### src/rtl/apb_pkg.sv
// Shared APB constants and the completer FSM state type.
package apb_pkg;
  localparam int APB_ADDR_WIDTH = 12;
  localparam int APB_DATA_WIDTH = 32;
  localparam int APB_STRB_WIDTH = APB_DATA_WIDTH / 8;
  localparam int APB_WAIT_CNT_W = 4;
  localparam logic [31:0] APB_ID_VALUE = 32'hA9B0_0001;

  typedef enum logic {IDLE, ACCESS} completer_state_e;
endpackage

### src/rtl/apb_reg_bank.sv
// Register storage for the APB completer: byte-strobed writes, combinational read mux.
// Register 0 is loaded with ID_VALUE at reset and never written.
module apb_reg_bank #(
  parameter int                    DATA_WIDTH = 32,
  parameter int                    STRB_WIDTH = DATA_WIDTH / 8,
  parameter int                    NUM_REGS   = 16,
  parameter int                    IDX_W      = 4,
  parameter logic [DATA_WIDTH-1:0] ID_VALUE   = '0
) (
  input  logic                  pclk,
  input  logic                  presetn,
  input  logic                  we,
  input  logic [IDX_W-1:0]      idx,
  input  logic [DATA_WIDTH-1:0] wdata,
  input  logic [STRB_WIDTH-1:0] wstrb,
  output logic [DATA_WIDTH-1:0] rdata
);
  // Rounded up to a power of two so any idx value selects a defined entry.
  localparam int DEPTH = 1 << IDX_W;

  logic [DATA_WIDTH-1:0] regs [DEPTH];

  always_ff @(posedge pclk or negedge presetn) begin
    if (!presetn) begin
      for (int i = 1; i < DEPTH; i++) regs[i] <= '0;
      regs[0] <= ID_VALUE;
    end else if (we && idx != '0) begin
      for (int b = 0; b < STRB_WIDTH; b++)
        if (wstrb[b]) regs[idx][8*b +: 8] <= wdata[8*b +: 8];
    end
  end

  assign rdata = regs[idx];
endmodule

### src/rtl/apb_reg_completer.sv
// APB completer: register bank with byte strobes, programmable wait states, PSLVERR decode.
// Define APB_PROT_CHECK_EN to reject unprivileged (pprot[0]==0) accesses.
module apb_reg_completer
  import apb_pkg::*;
#(
  parameter int                    ADDR_WIDTH  = APB_ADDR_WIDTH,
  parameter int                    DATA_WIDTH  = APB_DATA_WIDTH,
  parameter int                    STRB_WIDTH  = DATA_WIDTH / 8,
  parameter int                    NUM_REGS    = 16,
  parameter int                    WAIT_STATES = 0,
  parameter logic [DATA_WIDTH-1:0] ID_VALUE    = APB_ID_VALUE
) (
  input  logic                  pclk,
  input  logic                  presetn,
  input  logic [ADDR_WIDTH-1:0] paddr,
  input  logic                  psel,
  input  logic                  penable,
  input  logic                  pwrite,
  input  logic [DATA_WIDTH-1:0] pwdata,
  input  logic [STRB_WIDTH-1:0] pstrb,
  input  logic [2:0]            pprot,
  output logic [DATA_WIDTH-1:0] prdata,
  output logic                  pready,
  output logic                  pslverr
);
  localparam int OFF_W = $clog2(STRB_WIDTH);
  localparam int IW    = ADDR_WIDTH - OFF_W;
  localparam int IDX_W = (NUM_REGS > 1) ? $clog2(NUM_REGS) : 1;
  localparam logic [IW-1:0]             NREGS = IW'(NUM_REGS);
  localparam logic [APB_WAIT_CNT_W-1:0] WS    = APB_WAIT_CNT_W'(WAIT_STATES);
  localparam logic [APB_WAIT_CNT_W-1:0] ONE   = APB_WAIT_CNT_W'(1);

  completer_state_e          state, state_n;
  logic [APB_WAIT_CNT_W-1:0] cnt, cnt_n;
  logic                      pready_n, pslverr_n, we;
  logic [DATA_WIDTH-1:0]     prdata_n, rdata;

  logic [ADDR_WIDTH-1:0] cap_addr;
  logic                  cap_write;
  logic [DATA_WIDTH-1:0] cap_wdata;
  logic [STRB_WIDTH-1:0] cap_strb;

  // Decode from the live bus in IDLE so a zero-wait response can be registered at the SETUP edge.
  logic                  setup, d_write, prot_err, err;
  logic [ADDR_WIDTH-1:0] d_addr;
  logic [IW-1:0]         idx_full;
  logic [DATA_WIDTH-1:0] resp_data;

  assign setup    = (state == IDLE) && psel && !penable;
  assign d_addr   = (state == IDLE) ? paddr  : cap_addr;
  assign d_write  = (state == IDLE) ? pwrite : cap_write;
  assign idx_full = d_addr[ADDR_WIDTH-1:OFF_W];

`ifdef APB_PROT_CHECK_EN
  logic cap_priv;
  assign prot_err = !((state == IDLE) ? pprot[0] : cap_priv);
  always_ff @(posedge pclk or negedge presetn)
    if (!presetn)   cap_priv <= 1'b0;
    else if (setup) cap_priv <= pprot[0];
`else
  logic unused_prot;
  assign unused_prot = ^pprot;
  assign prot_err    = 1'b0;
`endif

  assign err = (d_addr[OFF_W-1:0] != '0) || prot_err || (idx_full >= NREGS) ||
               (d_write && idx_full == '0);
  assign resp_data = (d_write || err) ? '0 : rdata;

  apb_reg_bank #(
    .DATA_WIDTH(DATA_WIDTH), .STRB_WIDTH(STRB_WIDTH), .NUM_REGS(NUM_REGS),
    .IDX_W(IDX_W), .ID_VALUE(ID_VALUE)
  ) u_bank (
    .pclk(pclk), .presetn(presetn), .we(we), .idx(idx_full[IDX_W-1:0]),
    .wdata(cap_wdata), .wstrb(cap_strb), .rdata(rdata)
  );

  always_comb begin
    state_n   = state;
    cnt_n     = cnt;
    pready_n  = 1'b0;
    pslverr_n = 1'b0;
    prdata_n  = '0;
    we        = 1'b0;
    case (state)
      IDLE: if (setup) begin
        state_n = ACCESS;
        cnt_n   = WS;
        if (WAIT_STATES == 0) begin
          pready_n  = 1'b1;
          pslverr_n = err;
          prdata_n  = resp_data;
        end
      end
      ACCESS: begin
        if (!psel) begin
          state_n = IDLE;
          cnt_n   = '0;
        end else if (pready) begin
          state_n = IDLE;
          we      = penable && cap_write && !err;
        end else if (penable) begin
          if (cnt == ONE) begin
            cnt_n     = '0;
            pready_n  = 1'b1;
            pslverr_n = err;
            prdata_n  = resp_data;
          end else begin
            cnt_n = cnt - ONE;
          end
        end
      end
      default: state_n = IDLE;
    endcase
  end

  always_ff @(posedge pclk or negedge presetn) begin
    if (!presetn) begin
      state   <= IDLE;
      cnt     <= '0;
      pready  <= 1'b0;
      pslverr <= 1'b0;
      prdata  <= '0;
    end else begin
      state   <= state_n;
      cnt     <= cnt_n;
      pready  <= pready_n;
      pslverr <= pslverr_n;
      prdata  <= prdata_n;
    end
  end

  always_ff @(posedge pclk or negedge presetn) begin
    if (!presetn) begin
      cap_addr  <= '0;
      cap_write <= 1'b0;
      cap_wdata <= '0;
      cap_strb  <= '0;
    end else if (setup) begin
      cap_addr  <= paddr;
      cap_write <= pwrite;
      cap_wdata <= pwdata;
      cap_strb  <= pstrb;
    end
  end
endmodule

### config.mk
export PLATFORM = sky130hd
export DESIGN_NAME = apb_reg_completer
export DESIGN_NICKNAME = d
export VERILOG_FILES = /design/src/rtl/apb_pkg.sv /design/src/rtl/apb_reg_bank.sv /design/src/rtl/apb_reg_completer.sv
export SDC_FILE = /design/constraint.sdc
export NUM_CORES = 1
export LEC_CHECK = 0
export CORE_UTILIZATION = 30
export DETAILED_ROUTE_END_ITERATION = 8
export GPL_TIMING_DRIVEN = 0
export MAX_ROUTING_LAYER = met4
export PLACE_DENSITY = 0.52
export SLEW_MARGIN = 20
export SYNTH_ARGS = -nofsm -noshare
export SYNTH_HDL_FRONTEND = slang
export SYNTH_SLANG_ARGS = --single-unit
### constraint.sdc
create_clock -name pclk -period 3.8 [get_ports pclk]
set_clock_uncertainty 0.15 [all_clocks]
set_input_delay 0.76 -clock pclk [delete_from_list [all_inputs] [get_ports pclk]]
set_output_delay 0.76 -clock pclk [all_outputs]
set_load 0.01 [all_outputs]
# == Word-level counts from Yosys, hierarchy flattened ==
# Cells that the tools add are included.
# classes
addsub,1
n_lt_le_gt_ge,3
n_eq_ne,4
muxes,55
n_bitwise,2
n_reduce_logical,16
# op_table
operator,n
512-bit two-way mux,7
512-bit bitwise mux,4
32-bit demux with 4-bit select,4
32-bit two-way mux,9
32-bit binary-select mux with 4-bit select,1
32-bit one-hot mux with 2 select lines,1
24-bit two-way mux,1
4-bit two-way mux,5
1-bit two-way mux,16
16-bit two-way mux,1
12-bit two-way mux,1
10-bit by 5-bit greater-or-equal comparator with 1-bit output (second input constant),1
10-bit logical NOT,1
8-bit two-way mux,1
4-bit one-hot mux with 2 select lines,1
1-bit logical AND,7
3-bit inequality test (second input constant),2
1-bit one-hot mux with 2 select lines,3
5-bit greater-or-equal comparator (second input constant),1
5-bit by 1-bit less-than comparator with 1-bit output (second input constant),1
4-bit inverter with 5-bit output,1
4-bit by 1-bit equality test with 1-bit output (second input constant),1
4-bit nonzero test,1
4-bit by 1-bit subtractor with 4-bit output (second input constant),1
other kinds (6),9
# word_totals
reg_bits,600
in_bits,56
out_inout_bits,34
word_cells,106

# == Longest topological paths before layout ==
# Gate-level depths: netlist of run 1.
# logic_depth
word_depth,19
ltp_mapped,9
mapped_depth_nobuf,7

# == Cells and area by module ==
# Synthesis of run 1 repeated with hierarchy kept, for this count alone.
# unflattened
cells_unflattened,1659
area_unflattened_um2,26235.2
# by_module_without_submodules
mod,instances,cells_per_inst,area_per_inst_um2,seq_area_each_um2
apb_reg_bank,1,1425,22763.1,12822.3
apb_reg_completer,1,234,3472.1,2202.1

# == Worst setup path after synthesis of run 1 ==
# No wires, ideal clock.
# synth_path
path_type,input to register
from,input port paddr[9]
to,register u_bank.regs[272] in the netlist's numbering
setup_time_ps,125
t_arrival_ps,2349
required_ps,3525
path_slack_ps,1176
stages,7
path_buffers,2
cell_sequence,nor4_1 -> and3b_1 -> buf_4 -> o2111ai_4 -> or3_1 -> buf_4 -> mux2_4
# synth_via
elab_chain_len,10
elab_cells_between_ends,12
classes_between,order compare (1); mux (4); reduce/logical (7)
# synth_rtl
item,line_no,source
"start, declared",apb_reg_completer.sv:15,"input logic [ADDR_WIDTH-1:0] paddr,"
12-bit two-way mux *,apb_reg_completer.sv:50,assign d_addr = (state == IDLE) ? paddr : cap_addr;
10-bit by 5-bit greater-or-equal comparator with 1-bit output / 10-bit logical NOT (equally long branches),"apb_reg_completer.sv:66, apb_reg_completer.sv:67",
1-bit logical OR / 1-bit logical AND (equally long branches),"apb_reg_completer.sv:66, apb_reg_completer.sv:67",
1-bit logical OR *,apb_reg_completer.sv:66,assign err = (d_addr[OFF_W-1:0] != '0) || prot_err || (idx_full >= NREGS) ||
1-bit logical NOT *,apb_reg_completer.sv:101,we = penable && cap_write && !err;
1-bit logical AND *,apb_reg_completer.sv:101,
1-bit two-way mux *,apb_reg_completer.sv:99,end else if (pready) begin
1-bit two-way mux *,apb_reg_completer.sv:96,if (!psel) begin
1-bit two-way mux *,apb_reg_completer.sv:85,case (state)
1-bit logical AND *,apb_reg_bank.sv:27,end else if (we && idx != '0) begin
"end signal, assigned by index",apb_reg_bank.sv:29,if (wstrb[b]) regs[idx][8*b +: 8] <= wdata[8*b +: 8];
"end, declared",apb_reg_bank.sv:21,logic [DATA_WIDTH-1:0] regs [DEPTH];
# Every way passes the cells marked *; elsewhere a longest branch is shown, timed or not.
# A chain may end at the register's enable or synchronous reset.

# == Worst setup path in the final report of run 1 ==
# layout_path
from,register state
to,register prdata[31]
# layout_via
elab_chain_len,11
elab_cells_between_ends,23
classes_between,order compare (1); mux (12); bitwise (2); reduce/logical (8)
# layout_rtl
item,line_no,source
"start, declared",apb_reg_completer.sv:33,"completer_state_e state, state_n;"
"start signal, assigned",apb_reg_completer.sv:125,state <= state_n;
12-bit two-way mux,apb_reg_completer.sv:50,
10-bit by 5-bit greater-or-equal comparator with 1-bit output (tied with other cells),apb_reg_completer.sv:66,
1-bit logical OR (tied with other cells),apb_reg_completer.sv:66,
1-bit logical OR / 32-bit two-way mux (equally long branches),"apb_reg_completer.sv:66, apb_reg_bank.sv:33",
1-bit logical OR / 32-bit two-way mux (equally long branches),"apb_reg_completer.sv:68, apb_reg_bank.sv:33",
32-bit two-way mux,apb_reg_completer.sv:68,assign resp_data = (d_write || err) ? '0 : rdata;
32-bit two-way mux,apb_reg_completer.sv:103,if (cnt == ONE) begin
32-bit two-way mux,apb_reg_completer.sv:102,end else if (penable) begin
32-bit two-way mux,apb_reg_completer.sv:99,
32-bit two-way mux,apb_reg_completer.sv:96,
32-bit one-hot mux with 2 select lines *,apb_reg_completer.sv:85,
via prdata_n[31],apb_reg_completer.sv:36,"logic [DATA_WIDTH-1:0] prdata_n, rdata;"
"end signal, assigned",apb_reg_completer.sv:129,prdata <= prdata_n;
"end, declared",apb_reg_completer.sv:22,"output logic [DATA_WIDTH-1:0] prdata,"
# The timed path passes the listed nets; every way through them passes the cells marked *. The select of a mux whose other input is x is not followed.

==> metrics.txt, run 1 <==
Max transition margin=18.08%; Synth Area in Adders=0.08835%; Final Hold Viols=0; total iterations of the first detailed-routing run=5; Mapped Area=0.02832 mm²; DIE WIDTH=309.3 µm; Initial Util=30.30%; Port Buffers=85; Register-to-Register Setup Slack=0.1 ns; minimum clock period after layout=3.703 ns; DR iter-0 viols=1553; Hold WC Path Type=reg -> reg; Non-Filler Instances=3523; initial antenna violation count=3; Post-Route WL=92660 µm; M1 WL=40980 µm; drt via density=5.261; reg2reg path depth=8; Skew-Pair Late Insertion Delay=0.62 ns; share of cells above drive strength 1=34.92%; Yosys top cell area share=52.31%; Post-Syn Instances=2048; simple-gate share of the synthesized area=7.316%; commonest cells in the netlist=dfrtp_1, mux2_4, a21oi_1; CTS tree=yes; critical path capture point type=flop; Die ar.=0.09564 mm²; CTS Buf Count=69; final worst path period share=97.44%; Max rail drop VDD=291.1 µV; FP Rows=112; post-synthesis compound-gate area fraction=10.27%; Crit Path Class=reg -> reg; outcome=complete, no violations; Worst EP required=4.09 ns; routability cong.=0.8595; Final ANT Viol Nets=0; global-route wire length before repair=136400 µm; prevailing post-synth register cell=dfrtp_1; Layout Area Growth over Synthesis=17.82%; Placed Cells=3396; Tot GR Track Use=20.01%; Final Max Tran Viols=0; DRC viols=0; dpl hpwl=61010 µm; Final setup viols=0; Avg Inst Size Synth=13.83 µm²; Slew @ Worst Pin=1.224 ns; Setup TNS=0 ns; reg2reg start=state; XOR/XNOR share of the synthesized area=0%; DR top layer=met4; min-delay src=u_bank.regs[507]; Via Count=18535; ys async rst share=100.0%; Final Core Density=35.70%; CTS Sinks=600; largest family of logic cells by synthesized area=multiplexers; CTS root buf=clkbuf_16; count leader, synth=dfrtp_1; vias in the first global route=19657; Max-Cap Viols=0; FMAX=270.1 MHz; reg2reg end=prdata[31]; routed length per instance=26.30 µm; Syn Nets=2106; Core ar.=0.09347 mm²; # fillers=8927; crit start category=flop; CTS H-tree lvls=3; CTS max path bufs=3; worst path arrival time=4.00 ns; Die H=309.3 µm; end of the worst hold path=u_bank.regs[507]; top cells by area, synth=dfrtp_1, mux2_4, mux2_2; Worst Hold Path Cells=1; leakage=0.01622 µW; clock-pin slew on the worst setup and hold paths=0.06 ns; nets@finish=2271; portion of netlist area occupied by mux cells=26.16%; Yosys reg bits=600; EDFF count, synth=0; Routed met3 length=5647 µm; met2 wire length=43080 µm; sequential share of the synthesized area=53.05%; gr ovfl total=0; area leader, netlist=dfrtp_1; Cell variety after synth=54; largest net degree at the start of global routing=99; YS warnings=0; # IOs=90; Cell Pwr Density=468.6 mW/mm²; RSZ-0062 raised after global routing=no; Critical Path Fanout Max=10
[area by class of cell]
type / instances / area [µm²] / share of cell area (%)
plain buffers: 188 / 884.6 / 2.651
repair buffers: 95 / 1069 / 3.202
inverters: 3 / 11.26 / 0.03375
well taps: 1254 / 1569 / 4.702
flip-flops and latches: 600 / 15020 / 45.02
multi-input cells: 1256 / 12410 / 37.20
clock buffers: 99 / 2023 / 6.063
clock inverters: 27 / 371.6 / 1.114
diodes: 1 / 2.502 / 0.007499
[timing repair]
item                                   in CTS  in global routing
cloned                                      0                  0
setup buffers                               0                  0
resized for setup                           3                  8
pin swaps                                   0                  0
endpoints found under the hold margin      49                  0
hold buffers                                1                  0
setup endpoints to repair                  10                 12
[worst max-delay path by stage]
| stage | depth (start not counted) | endpoint | from |
|---|---|---|---|
| 3_5_place_dp | 7 | prdata[29] | paddr[5] |
| 4_1_cts | 7 | prdata[29] | paddr[5] |
| 5_1_grt | 8 | prdata[27] | state |
| 2_1_floorplan | 7 | u_bank.regs[272] | paddr[9] |
| 6_report | 8 | prdata[31] | state |
| 3_3_place_gp | 1 | prdata[27] | presetn |
[flip-flops by register name, summed over array words and instances, names as in the netlist]
register     flops
cap_addr        12
cap_strb         4
cap_wdata       32
cap_write        1
cnt              4
prdata          32
pready           1
pslverr          1
state            1
u_bank.regs    512
[layer usage]
layer  vias to the layer above  global-route usage, %
met2                       711                  30.76
met1                      9749                  26.58
met5                         -                      -
met4                         0                  7.092
met3                       168                  3.340
li1                       7907                      -
[kinds of logic after synthesis]
kind of cell,Yosys count
adders and majority gates,2
buffers and inverters,192
and+or+nand+nor,218
DFF,600
muxes,530
AOI/OAI and AO/OA,506
[stage by stage]
stage | cell area (µm²) | power, µW | hold WS (ns) | worst slack (ns)
detailed placement | 30950 | 8715 | 0.2889 | -0.9662
finish | 33370 | 15640 | 0.2946 | 0.09719
CTS | 33360 | 15780 | 0.2973 | 0.03967
global placement | 30740 | 8659 | 0.2841 | -24.60
floorplan | 28320 | 7806 | 0.2783 | 1.176
global route | 33370 | 16190 | 0.3042 | 0.03280
[critical path, cell delays in order (launching register included)]
cell and delay, ns:
dfrtp_1 0.36, buf_4 0.17, nand3_1 0.57, and2_1 0.26
buf_2 0.42, buf_1 0.71, o22ai_1 0.15, o21ai_0 0.18
nor4bb_1 0.54
[placed cells by master (no fill, tap or decap), types with 4 or more instances in the layout]
master	synthesis	final
nor2_1	6	6
or3_1	8	8
dfstp_2	8	8
buf_1	26	22
buf_2	32	34
nor3_1	4	4
dfrtp_1	592	592
clkdlybuf4s50_1	0	84
buf_16	0	7
nor2_8	40	40
mux2_2	146	146
clkbuf_1	113	123
clkinvlp_4	0	4
buf_4	11	11
clkbuf_16	0	72
o2111ai_4	4	4
o22ai_1	161	161
nor4_1	66	66
nand2_4	9	9
mux2_4	384	384
buf_12	4	4
clkbuf_8	0	12
o2111a_1	4	4
nor2b_1	5	5
nand2_1	6	6
nand2_2	13	13
and2_1	4	4
nand3b_1	4	4
clkbuf_2	1	8
bufinv_16	0	8
o21ai_0	70	70
a21oi_1	253	253
clkinv_2	0	10
nor4bb_1	31	31
[report_power, final]
| group | internal (µW) | total [µW] | switching [µW] |
|---|---|---|---|
| clock | 4270 | 7010 | 2750 |
| sequential | 6500 | 6690 | 188 |
| combinational | 619 | 1930 | 1310 |
Power figures use the tool's default switching activity.
==> run 2: changes to the inputs <==
--- a/config.mk
+++ b/config.mk
@@ -6,6 +6,7 @@
 export NUM_CORES = 1
 export LEC_CHECK = 0
 export CORE_UTILIZATION = 30
+export CTS_CLUSTER_SIZE = 40
 export DETAILED_ROUTE_END_ITERATION = 8
 export GPL_TIMING_DRIVEN = 0
 export MAX_ROUTING_LAYER = met4
==> results of run 2 <==
Final layout, timing and power as in run 1 (identical DEF).
==> run 3: changes to the inputs <==
--- a/config.mk
+++ b/config.mk
@@ -5,6 +5,7 @@
 export SDC_FILE = /design/constraint.sdc
 export NUM_CORES = 1
 export LEC_CHECK = 0
+export CORE_MARGIN = 5
 export CORE_UTILIZATION = 30
 export CTS_CLUSTER_SIZE = 40
 export DETAILED_ROUTE_END_ITERATION = 8
==> run 3 against run 2 <==
Sequential power hardly changed. Clock power is 2% lower. Critical endpoint is now prdata[27]. Highest routed layer unchanged. Via count is 0.39% higher. Maximum frequency is 1.7% lower. Largest cell class unchanged.
==> metrics.txt, run 3 (synthesis results as in run 1) <==
Register-to-Register Setup Slack=0.08 ns (was 0.1 ns); Net Sw Power=4268 µW (was 4250 µW); drt via density=5.277 (was 5.261); Slew @ Worst Pin=1.234 ns (was 1.224 ns); Clk pwr share=44.2% (was 44.9%); dpl hpwl=61360 µm (was 61010 µm); Initial Util=30.30% (unchanged); CTS H-tree lvls=3 (unchanged); Max-Cap Viols=0 (unchanged); FMAX=265.5 MHz (was 270.1 MHz); Biggest register=u_bank.regs (unchanged); critical path capture point type=flop (unchanged); Die H=317.3 µm (was 309.3 µm); Top Registers=u_bank.regs (512), cap_wdata (32), prdata (32) (unchanged); CTS root buf=clkbuf_16 (unchanged); most frequent cells in the layout=dfrtp_1, mux2_4, a21oi_1 (unchanged); Slowest Stage Delay on Critical Path=0.79 ns (was 0.71 ns); Port Buffers=85 (unchanged); Tot GR Track Use=18.80% (was 20.01%); Max transition margin=17.71% (was 18.08%); Max rail drop VDD=288.9 µV (was 291.1 µV); Post-Route WL=93260 µm (was 92660 µm); Seq pwr share=43.3% (was 42.8%); Hold WC Path Type=reg -> reg (unchanged); postcts setup bufs=0 (unchanged); routed length per instance=26.45 µm (was 26.30 µm); Crit Path Class=in -> reg (was reg -> reg); CTS Buf Count=72 (was 69); Int Pwr=11190 µW (was 11390 µW); critical-path cell list=clkdlybuf4s50_1, nor3_1, or2_2, clkbuf_1, clkdlybuf4s15_2, o21ai_0, nor4bb_1 (was buf_4, nand3_1, and2_1, buf_2, buf_1, o22ai_1, o21ai_0, nor4bb_1); largest net degree at the start of global routing=103 (was 99); FP Rows=112 (unchanged); Final setup viols=0 (unchanged); combinational fraction of design power=12.5% (was 12.4%); # fillers=8985 (was 8927); initial antenna violation count=4 (was 3); crit start category=input pin (was flop); clock-pin slew on the worst setup and hold paths=0.06 ns (about the same); Core ar.=0.09347 mm² (unchanged); routability cong.=0.8772 (was 0.8595); nets@finish=2272 (was 2271); outcome=complete, no violations (unchanged); Hold WS=0.2959 ns (was 0.2946 ns); Final Max Tran Viols=0 (unchanged); share of cells above drive strength 1=34.66% (was 34.92%); CTS max path bufs=3 (unchanged); total iterations of the first detailed-routing run=5 (unchanged); Setup TNS=0 ns (unchanged); Worst EP required=4.08 ns (was 4.09 ns); Skew-Pair Late Insertion Delay=0.63 ns (was 0.62 ns); Critical Path Fanout Max=10 (unchanged); DR iter-0 viols=1603 (was 1553); CTS tree=yes (unchanged); Tot Pwr=15450 µW (was 15640 µW); DIE WIDTH=317.3 µm (was 309.3 µm); minimum clock period after layout=3.766 ns (was 3.703 ns); Via Count=18608 (was 18535); Cell Pwr Density=464.5 mW/mm² (was 468.6 mW/mm²); # IOs=90 (unchanged); Layout Area Growth over Synthesis=17.47% (was 17.82%); commonest non-fill, non-tap cell in the layout=dfrtp_1 (unchanged); Final Hold Viols=0 (unchanged); max FFs per register=512 (unchanged); gr ovfl total=0 (unchanged); Final ANT Viol Nets=0 (unchanged); Die ar.=0.1007 mm² (was 0.09564 mm²); DRC viols=0 (unchanged); global-route wire length before repair=137000 µm (was 136400 µm); leakage=0.01619 µW (was 0.01622 µW); worst path arrival time=4.04 ns (was 4.00 ns); CTS Sinks=600 (unchanged); vias in the first global route=19965 (was 19657); final worst path period share=99.10% (was 97.44%); RSZ-0062 raised after global routing=no (unchanged); Sw Ratio=27.62% (was 27.18%); Critical Path Slowest Stage Cell=clkbuf_1 (was buf_1)
[run 3: layer usage]
metal | part of all wire, % | GRT usage, % | routed length (µm) | up-vias
li1 | - | - | - | 7921
met1 | 44 | 24.93 | 41260 | 9756
met2 | 46 | 29.12 | 42820 | 724
met3 | 6.2 | 3.239 | 5813 | 207
met4 | 3.6 | 6.989 | 3356 | 0
met5 | 0 | - | 0 | -
[run 3: power groups by stage]
stage          Clock, µW  Sequential, µW  Combinational (µW)
6_report            6840            6690                1920
5_1_grt             7200            6710                2070
4_1_cts             6970            6690                1910
3_5_place_dp           0            6810                1910
3_3_place_gp           0            6800                1850
2_1_floorplan          0            6730                1070
[run 3: cell type report]
cell class              instances  area [µm²]  share of cell area, %
inverters                       3       11.26                0.03385
clock buffers                 108        2128                  6.397
clock inverters                20       190.2                 0.5716
plain buffers                 189       884.6                  2.659
well taps                    1254        1569                  4.716
diodes                          4       10.01                0.03009
multi-input cells            1256       12420                  37.34
repair buffers                 92        1031                  3.099
flip-flops and latches        600       15020                  45.16
[run 3: repair_timing]
| action | 4_1_cts | 5_1_grt |
|---|---|---|
| setup endpoints to repair | 10 | 4 |
| hold buffers | 1 | 0 |
| resized for setup | 3 | 4 |
| endpoints found under the hold margin | 51 | 0 |
[run 3: critical path: cells and delay by family]
kind,cells,cell delay (ns)
buf+inv,3,2.00
compound gates,1,0.24
simple gates,3,1.03
[run 3: final timing paths]
kind | start | end | depth (start not counted)
worst max-delay path | paddr[5] | prdata[27] | 7
worst min-delay path | u_bank.regs[503] | u_bank.regs[503] | 1
worst max register to register | state | prdata[23] | 8
worst min register to register | u_bank.regs[503] | u_bank.regs[503] | 1
max in group asynchronous | presetn | u_bank.regs[212] | 4
min in group asynchronous | presetn | prdata[1] | 2
[run 3: through the flow]
stage	instance area (µm²)	setup slack [ns]	cells	util (%)
floorplan	28320	1.176	2048	-
global placement	30740	-24.31	3387	32.89
finish	33270	0.03413	3526	35.60
global route	33270	0.01159	3525	35.59
detailed placement	30920	-0.9104	3393	33.08
CTS	33260	0.01921	3522	35.58
